===== config.mk =====
export PLATFORM = sky130hd
export DESIGN_NAME = armleocpu_operand_fetch
export DESIGN_NICKNAME = d
export VERILOG_FILES = /design/src/rtl/armleocpu_operand_fetch.sv
export SDC_FILE = /design/constraint.sdc
export NUM_CORES = 1
export LEC_CHECK = 0
export ABC_AREA = 1
export CAP_MARGIN = 20
export CORE_MARGIN = 2
export CORE_UTILIZATION = 39
export CTS_CLUSTER_DIAMETER = 200
export CTS_CLUSTER_SIZE = 16
export DETAILED_ROUTE_END_ITERATION = 7
export PLACE_DENSITY = 0.81
export SYNTH_ARGS = -nofsm -noshare
export SYNTH_HDL_FRONTEND = slang
export SYNTH_SLANG_ARGS = --single-unit

===== constraint.sdc =====
create_clock -name clk -period 1.6 [get_ports clk]
set_input_delay 0.16 -clock clk [delete_from_list [all_inputs] [get_ports clk]]
set_output_delay 0.16 -clock clk [all_outputs]
set_load 0.01 [all_outputs]

===== src/rtl/armleocpu_operand_fetch.sv =====
// Operand-fetch stage between decode and execute: drives both regfile read lanes and holds the operands.
// Define ARMLEOCPU_OPERAND_FETCH_BYPASS_EN to forward write-back data into in-flight and held operands.
module armleocpu_operand_fetch #(
   parameter int ELEMENTS_W = 5,
   parameter int WIDTH      = 32,
   parameter int TAG_W      = 32
) (
   input  logic                  clk,
   input  logic                  rst_n,
   input  logic                  flush,

   input  logic                  in_valid,
   output logic                  in_ready,
   input  logic [ELEMENTS_W-1:0] in_rs1_addr,
   input  logic [ELEMENTS_W-1:0] in_rs2_addr,
   input  logic [TAG_W-1:0]      in_tag,

   output logic [ELEMENTS_W-1:0] rf_readaddress1,
   output logic                  rf_read1,
   input  logic [WIDTH-1:0]      rf_readdata1,
   output logic [ELEMENTS_W-1:0] rf_readaddress2,
   output logic                  rf_read2,
   input  logic [WIDTH-1:0]      rf_readdata2,

   input  logic                  wb_write,
   input  logic [ELEMENTS_W-1:0] wb_addr,
   input  logic [WIDTH-1:0]      wb_data,

   output logic                  out_valid,
   input  logic                  out_ready,
   output logic [WIDTH-1:0]      out_rs1_data,
   output logic [WIDTH-1:0]      out_rs2_data,
   output logic [TAG_W-1:0]      out_tag,

   output logic [1:0]            dbg_state
);

   // Both handshakes: a transfer happens on a cycle where valid && ready; valid never depends on ready.
   typedef enum logic [1:0] {
      IDLE = 2'd0,
      READ = 2'd1,
      FULL = 2'd2
   } state_t;

   state_t                  state_q, state_d;
   logic [ELEMENTS_W-1:0]   rs1_addr_q, rs2_addr_q;
   logic [TAG_W-1:0]        tag_q;
   logic [WIDTH-1:0]        op1_q, op2_q;
   logic [WIDTH-1:0]        rd1_val, rd2_val;
   logic                    accept;

   assign in_ready        = !flush && (state_q == IDLE || (state_q == FULL && out_ready));
   assign accept          = in_valid && in_ready;
   assign rf_read1        = accept;
   assign rf_read2        = accept;
   assign rf_readaddress1 = in_rs1_addr;
   assign rf_readaddress2 = in_rs2_addr;

   assign out_valid    = (state_q == FULL);
   assign out_rs1_data = op1_q;
   assign out_rs2_data = op2_q;
   assign out_tag      = tag_q;
   assign dbg_state    = state_q;

   always_comb begin
      state_d = state_q;
      case (state_q)
         IDLE:    if (accept) state_d = READ;
         READ:    state_d = FULL;
         FULL:    if (out_ready) state_d = accept ? READ : IDLE;
         default: state_d = IDLE;
      endcase
      if (flush) state_d = IDLE;
   end

`ifdef ARMLEOCPU_OPERAND_FETCH_BYPASS_EN
   logic             pend1_q, pend2_q;
   logic [WIDTH-1:0] pend_data1_q, pend_data2_q;
   logic             hold_upd1, hold_upd2;

   // The lanes return pre-write data when read and write collide, so remember the write seen at accept.
   always_ff @(posedge clk) begin
      if (!rst_n) begin
         pend1_q      <= 1'b0;
         pend2_q      <= 1'b0;
         pend_data1_q <= '0;
         pend_data2_q <= '0;
      end else if (flush) begin
         pend1_q <= 1'b0;
         pend2_q <= 1'b0;
      end else if (accept) begin
         pend1_q      <= wb_write && (wb_addr == in_rs1_addr) && (in_rs1_addr != '0);
         pend2_q      <= wb_write && (wb_addr == in_rs2_addr) && (in_rs2_addr != '0);
         pend_data1_q <= wb_data;
         pend_data2_q <= wb_data;
      end else if (state_q == READ) begin
         pend1_q <= 1'b0;
         pend2_q <= 1'b0;
      end
   end

   always_comb begin
      rd1_val = rf_readdata1;
      rd2_val = rf_readdata2;
      if (wb_write && wb_addr == rs1_addr_q) rd1_val = wb_data;
      else if (pend1_q)                      rd1_val = pend_data1_q;
      if (wb_write && wb_addr == rs2_addr_q) rd2_val = wb_data;
      else if (pend2_q)                      rd2_val = pend_data2_q;
      if (rs1_addr_q == '0) rd1_val = '0;
      if (rs2_addr_q == '0) rd2_val = '0;
   end

   assign hold_upd1 = (state_q == FULL) && !out_ready && wb_write &&
                      (wb_addr == rs1_addr_q) && (rs1_addr_q != '0);
   assign hold_upd2 = (state_q == FULL) && !out_ready && wb_write &&
                      (wb_addr == rs2_addr_q) && (rs2_addr_q != '0);
`else
   logic unused_wb;

   assign unused_wb = ^{wb_write, wb_addr, wb_data};

   always_comb begin
      rd1_val = (rs1_addr_q == '0) ? '0 : rf_readdata1;
      rd2_val = (rs2_addr_q == '0) ? '0 : rf_readdata2;
   end
`endif

   always_ff @(posedge clk) begin
      if (!rst_n) begin
         state_q    <= IDLE;
         rs1_addr_q <= '0;
         rs2_addr_q <= '0;
         tag_q      <= '0;
         op1_q      <= '0;
         op2_q      <= '0;
      end else begin
         state_q <= state_d;
         if (accept) begin
            rs1_addr_q <= in_rs1_addr;
            rs2_addr_q <= in_rs2_addr;
            tag_q      <= in_tag;
         end
         if (state_q == READ && !flush) begin
            op1_q <= rd1_val;
            op2_q <= rd2_val;
         end
`ifdef ARMLEOCPU_OPERAND_FETCH_BYPASS_EN
         else begin
            if (hold_upd1) op1_q <= wb_data;
            if (hold_upd2) op2_q <= wb_data;
         end
`endif
      end
   end

endmodule


### After elaboration in Yosys (flattened, before gate mapping)

Cells that the tools add are included.

| operators by class | value |
|---|---|
| equality and inequality tests | 4 |
| reduce and logical (&&, ||, !) cells | 11 |
| mux-type cells | 6 |
| bitwise logic cells | 1 |

Operators with widths:

| kind | number |
|---|---|
| two-way mux 32 bit | 2 |
| logical NOT 5 bit | 2 |
| one-hot mux 2 bit (3 select lines) | 1 |
| logical AND 1 bit | 4 |
| two-way mux 2 bit | 2 |
| equality test 2 x 1 -> 1 bit, second input constant | 1 |
| equality test 2 bit, second input constant | 1 |
| logical NOT 2 bit | 1 |
| inequality test 2 x 1 -> 1 bit, second input constant | 1 |
| inequality test 2 bit, second input constant | 1 |
| AND reduction 2 bit | 1 |
| OR reduction 2 bit | 1 |
| logical NOT 1 bit | 1 |
| logical OR 1 bit | 1 |
| two-way mux 1 bit | 1 |
| inverter 1 bit | 1 |

| word-level totals | value |
|---|---|
| word-level logic and storage cells | 28 |
| output and inout port bits | 112 |
| register bits | 108 |

### Logic depth before layout (Yosys ltp)

| logic depth | value |
|---|---|
| depth after elaboration | 8 |
| mapped depth | 7 |
| mapped depth without buffers | 6 |

### Least setup slack after synthesis

OpenSTA, ideal clock, no wires.

| timing path | value |
|---|---|
| path kind | reg-to-output |
| from | register state_q[0] (netlist: dbg_state[0]) |
| to | output rf_read2 |
| path buffers | 3 |
| arrival time | 1,147 ps |
| path slack | 293 ps |
| cell stages (with the launch flop) | 7 |
| cell sequence | dfxtp_1 -> nor2_2 -> nand3_2 -> buf_4 -> buf_6 -> inv_1 -> buf_4 |

| on the way | value |
|---|---|
| cells in the longest elaborated chain, start to end | 5 |
| elaborated cells between the ends (all ways) | 6 |

RTL lines:

| item | line | source |
|---|---|---|
| start: declaration | 45 | `state_t state_q, state_d;` |
| start signal: assignment | 137 | `state_q <= state_d;` |
| equality test 2 bit | 52 | `assign in_ready = !flush && (state_q == IDLE \|\| (state_q == FULL && out_ready));` |
| logical AND 1 bit | 52 |  |
| logical OR 1 bit * | 52 |  |
| logical AND 1 bit * | 52 |  |
| logical AND 1 bit * | 53 | `assign accept = in_valid && in_ready;` |
| end: declaration | 22 | `output logic rf_read2,` |

Mark *: on every way between the ends. The rest lies on a longest branch, timed or not.

### Worst setup path in the final report

| timing path | value |
|---|---|
| from | register state_q[0] (netlist: dbg_state[0]) |
| to | output rf_read1 |

| on the way | value |
|---|---|
| cells in the longest elaborated chain, start to end | 5 |
| elaborated cells between the ends (all ways) | 6 |

RTL lines:

| item | line | source |
|---|---|---|
| equality test 2 bit | 52 |  |
| logical AND 1 bit | 52 |  |
| logical OR 1 bit * | 52 |  |
| logical AND 1 bit * | 52 |  |
| logical AND 1 bit * | 53 |  |
| end: declaration | 19 | `output logic rf_read1,` |

Marks and branches as above.

==> results.tsv <==
stage	metric	value	unit
run_status	status	completed	
power_and_ir_drop	Power Density	860.5	mW/mm^2
worst_setup_path	Critical-path top delay cell	dfxtp_1	
sta	Final Hold Viols	0	
sta	min cycle time layout	1.457	ns
yosys	Cells after Synth	712	
layout	footprint of the multi-input gates	0.001754	sq mm
die	DIE AREA	0.01288	sq mm
clocking	CTS tree	done	
flow_run	Max Cap Violations	0	
worst_setup_path	critical-path maximum fanout	4	
die	die width	113.5	um
global_route	largest net degree at the start of global routing	55	
sta	worst hold margin	0.1730	ns
clocking	CTS root buf	clkbuf_16	
placed_design	dpl hpwl	8964	um
global_route	initial antenna violation count	0	
worst_setup_path	Req. time, crit path	1.44	ns
sta	max frequency	686.5	MHz
worst_setup_path	Critical R2R Capture	out_tag[28]	
layout	post-route cell area	0.007207	sq mm
sta	Worst-Margin Slew	0.3440	ns
power_and_ir_drop	overall power	6.202	mW
hold_path	HP Start	rst_n	
sta	post-route setup slack	0.1433	ns
sta	# setup viols final	0	
die	area of the core	0.01156	sq mm
worst_setup_path	r2r setup slk	0.36	ns
worst_setup_path	Setup crit start kind	flop	
die	Die H	113.5	um
die	num ports	261	
routing	Antenna Nets Post-Route	0	
clocking	postcts setup bufs	0	
worst_setup_path	critical path type	reg -> out	
layout	final net count	1058	
sta	crit share post-route	91.04	%
layout	Cell Count, Final, Fillers Out	1057	
power_and_ir_drop	Lkg Pwr	3.493	nW
worst_setup_path	crit path buf inv count	2	
clocking	Max Root-Sink Buffers	2	
yosys	Post-Syn Area per Cell	6.567	sq um
clocking	Num Clock Sinks	108	
sta	Clock Skew	0.004172	ns
clocking	clk slew on worst S/H paths	0.06	ns
layout	FF/Latch Area	0.002163	sq mm
clocking	total CTS buffers	9	
routing	detailed-route via count	4583	
yosys	synthesized area	0.004676	sq mm
yosys	sequential area share after synthesis	46.24	%
yosys	yosys warns	0	
global_route	vias in the first global route	4210	
routing	drt pass-1 iters	4	
hold_path	worst hold endpoint	out_rs1_data[20]	
placed_design	I/O Buffers	222	
worst_setup_path	Worst EP arrival	1.30	ns
yosys	Mapped Nets	861	
global_route	Total GRT Usage	19.59	%
hold_path	Hold Path Depth	3	
placed_design	post-placement cell count	1041	
placed_design	RePlAce Congestion	0.7587	
worst_setup_path	CP delay by family, top	buffers and inverters	
worst_setup_path	crit end category	output pin	
global_route	first-pass GRT wire length	20250	um
die	num rows	39	
layout	Fillers	1051	
routing	DR iter-0 viols	315	
yosys	FF+latch count, synth	108	
sta	Fin Setup TNS	0	ns
worst_setup_path	slowest stage delay, CP	0.33	ns
power_and_ir_drop	worst vdd ir	0.4746	mV
sta	max_slew headroom	77.06	%
layout	Layout area overhead	54.13	%
placed_design	dpl cell area	0.006910	sq mm
worst_setup_path	FF-to-FF path depth	6	
clocking	worst skew pair latency	0.34	ns
layout	share of cells above drive strength 1	3.611	%
clocking	htree depth	3	
worst_setup_path	crit-path cells	nor2_2 -> nand3_2 -> inv_1 -> dlygate4sd2_1	
routing	DR WL/cell	11.97	um
worst_setup_path	R2R Path Start	dbg_state[1]	
sta	unrepaired setup endpoints after global routing	no	
hold_path	Worst Hold Class	in -> reg	
sta	Slew Limit Fails	0	
placed_design	post-placement setup slack	-0.04357	ns
yosys	Cell variety after synth	13	
layout	Antenna diodes	0	
routing	Post-route DRC	0	
die	initial core utilization	40.43	%
global_route	grt total ovfl	0	
layout	final cell utilization of the core	62.32	%
routing	Vias/cell	4.336	
routing	final WL	12650	um
[cells by family (layout without fill, tap and decap cells)]
group | count (synthesis) | count (layout) | share of synthesized area [%]
compound gates | 65 | 65 | 6.957
simple gates | 376 | 376 | 30.56
buf+inv | 163 | 365 | 16.24
flops | 108 | 108 | 46.24
[flip-flops by register name (all words and copies together) (netlist names)]
| register | count |
|---|---|
| dbg_state | 2 |
| rs2_addr_q | 5 |
| rs1_addr_q | 5 |
| out_tag | 32 |
| out_rs2_data | 32 |
| out_rs1_data | 32 |
[worst min-delay path: stages]
cell,delay [ns]
buf_4,0.19
nand2_1,0.09
a21oi_1,0.03
[final cells by class]
cell class / count / area share [%]
timing repair buffer: 237 / 33.19
sequential: 108 / 30.02
multi-input combinational: 441 / 24.34
inverter: 112 / 5.833
tap: 143 / 2.483
clock buffer: 15 / 3.715
clock inverter: 1 / 0.4167
[metal layers]
metal  track usage (%)  wire length [um]
met4             7.642               237
met5                 0                 0
met1             22.92              5406
met3             7.279              1294
met2             32.69              5713
[worst max-delay path by stage]
stage                  from            to  cells past startpoint
2_1_floorplan  dbg_state[0]      rf_read2                      6
3_3_place_gp      out_ready      rf_read1                      6
3_5_place_dp          flush      rf_read1                      5
4_1_cts        dbg_state[0]  dbg_state[0]                      2
5_1_grt        dbg_state[0]      rf_read2                      4
6_report       dbg_state[0]      rf_read1                      4
[synthesized netlist by cell type (all sizes together)]
| cell type | number | area [sq um] |
|---|---|---|
| nand2 | 281 | 1055 |
| inv | 112 | 420.4 |
| dfxtp | 108 | 2162 |
| nor2 | 91 | 344.1 |
| a21oi | 65 | 325.3 |
| buf | 39 | 294.0 |
| clkbuf | 12 | 45.04 |
| nand3 | 4 | 30.03 |
[what timing repair did]
item                       4_1_cts  5_1_grt
setup endpoints to repair        4        1
hold buffers                     0        0
gates resized for setup          5        1
[power breakdown]
group	switching [mW]	internal, mW
Combinational	0.510	0.590
Sequential	0.0516	2.80
Clock	0.947	1.30
Total	1.51	4.69
[placed cells by master (no fill, tap or decap), drive strengths merged]
cell type      Yosys  routed
a21oi             65      65
buf               39      16
bufinv             0       1
clkbuf            12      15
clkdlybuf4s50      0     216
dfxtp            108     108
dlygate4sd2        0       4
dlymetal6s2s       0       1
inv              112     112
nand2            281     281
nand3              4       4
nor2              91      91
Power figures use the tool's default switching activity.
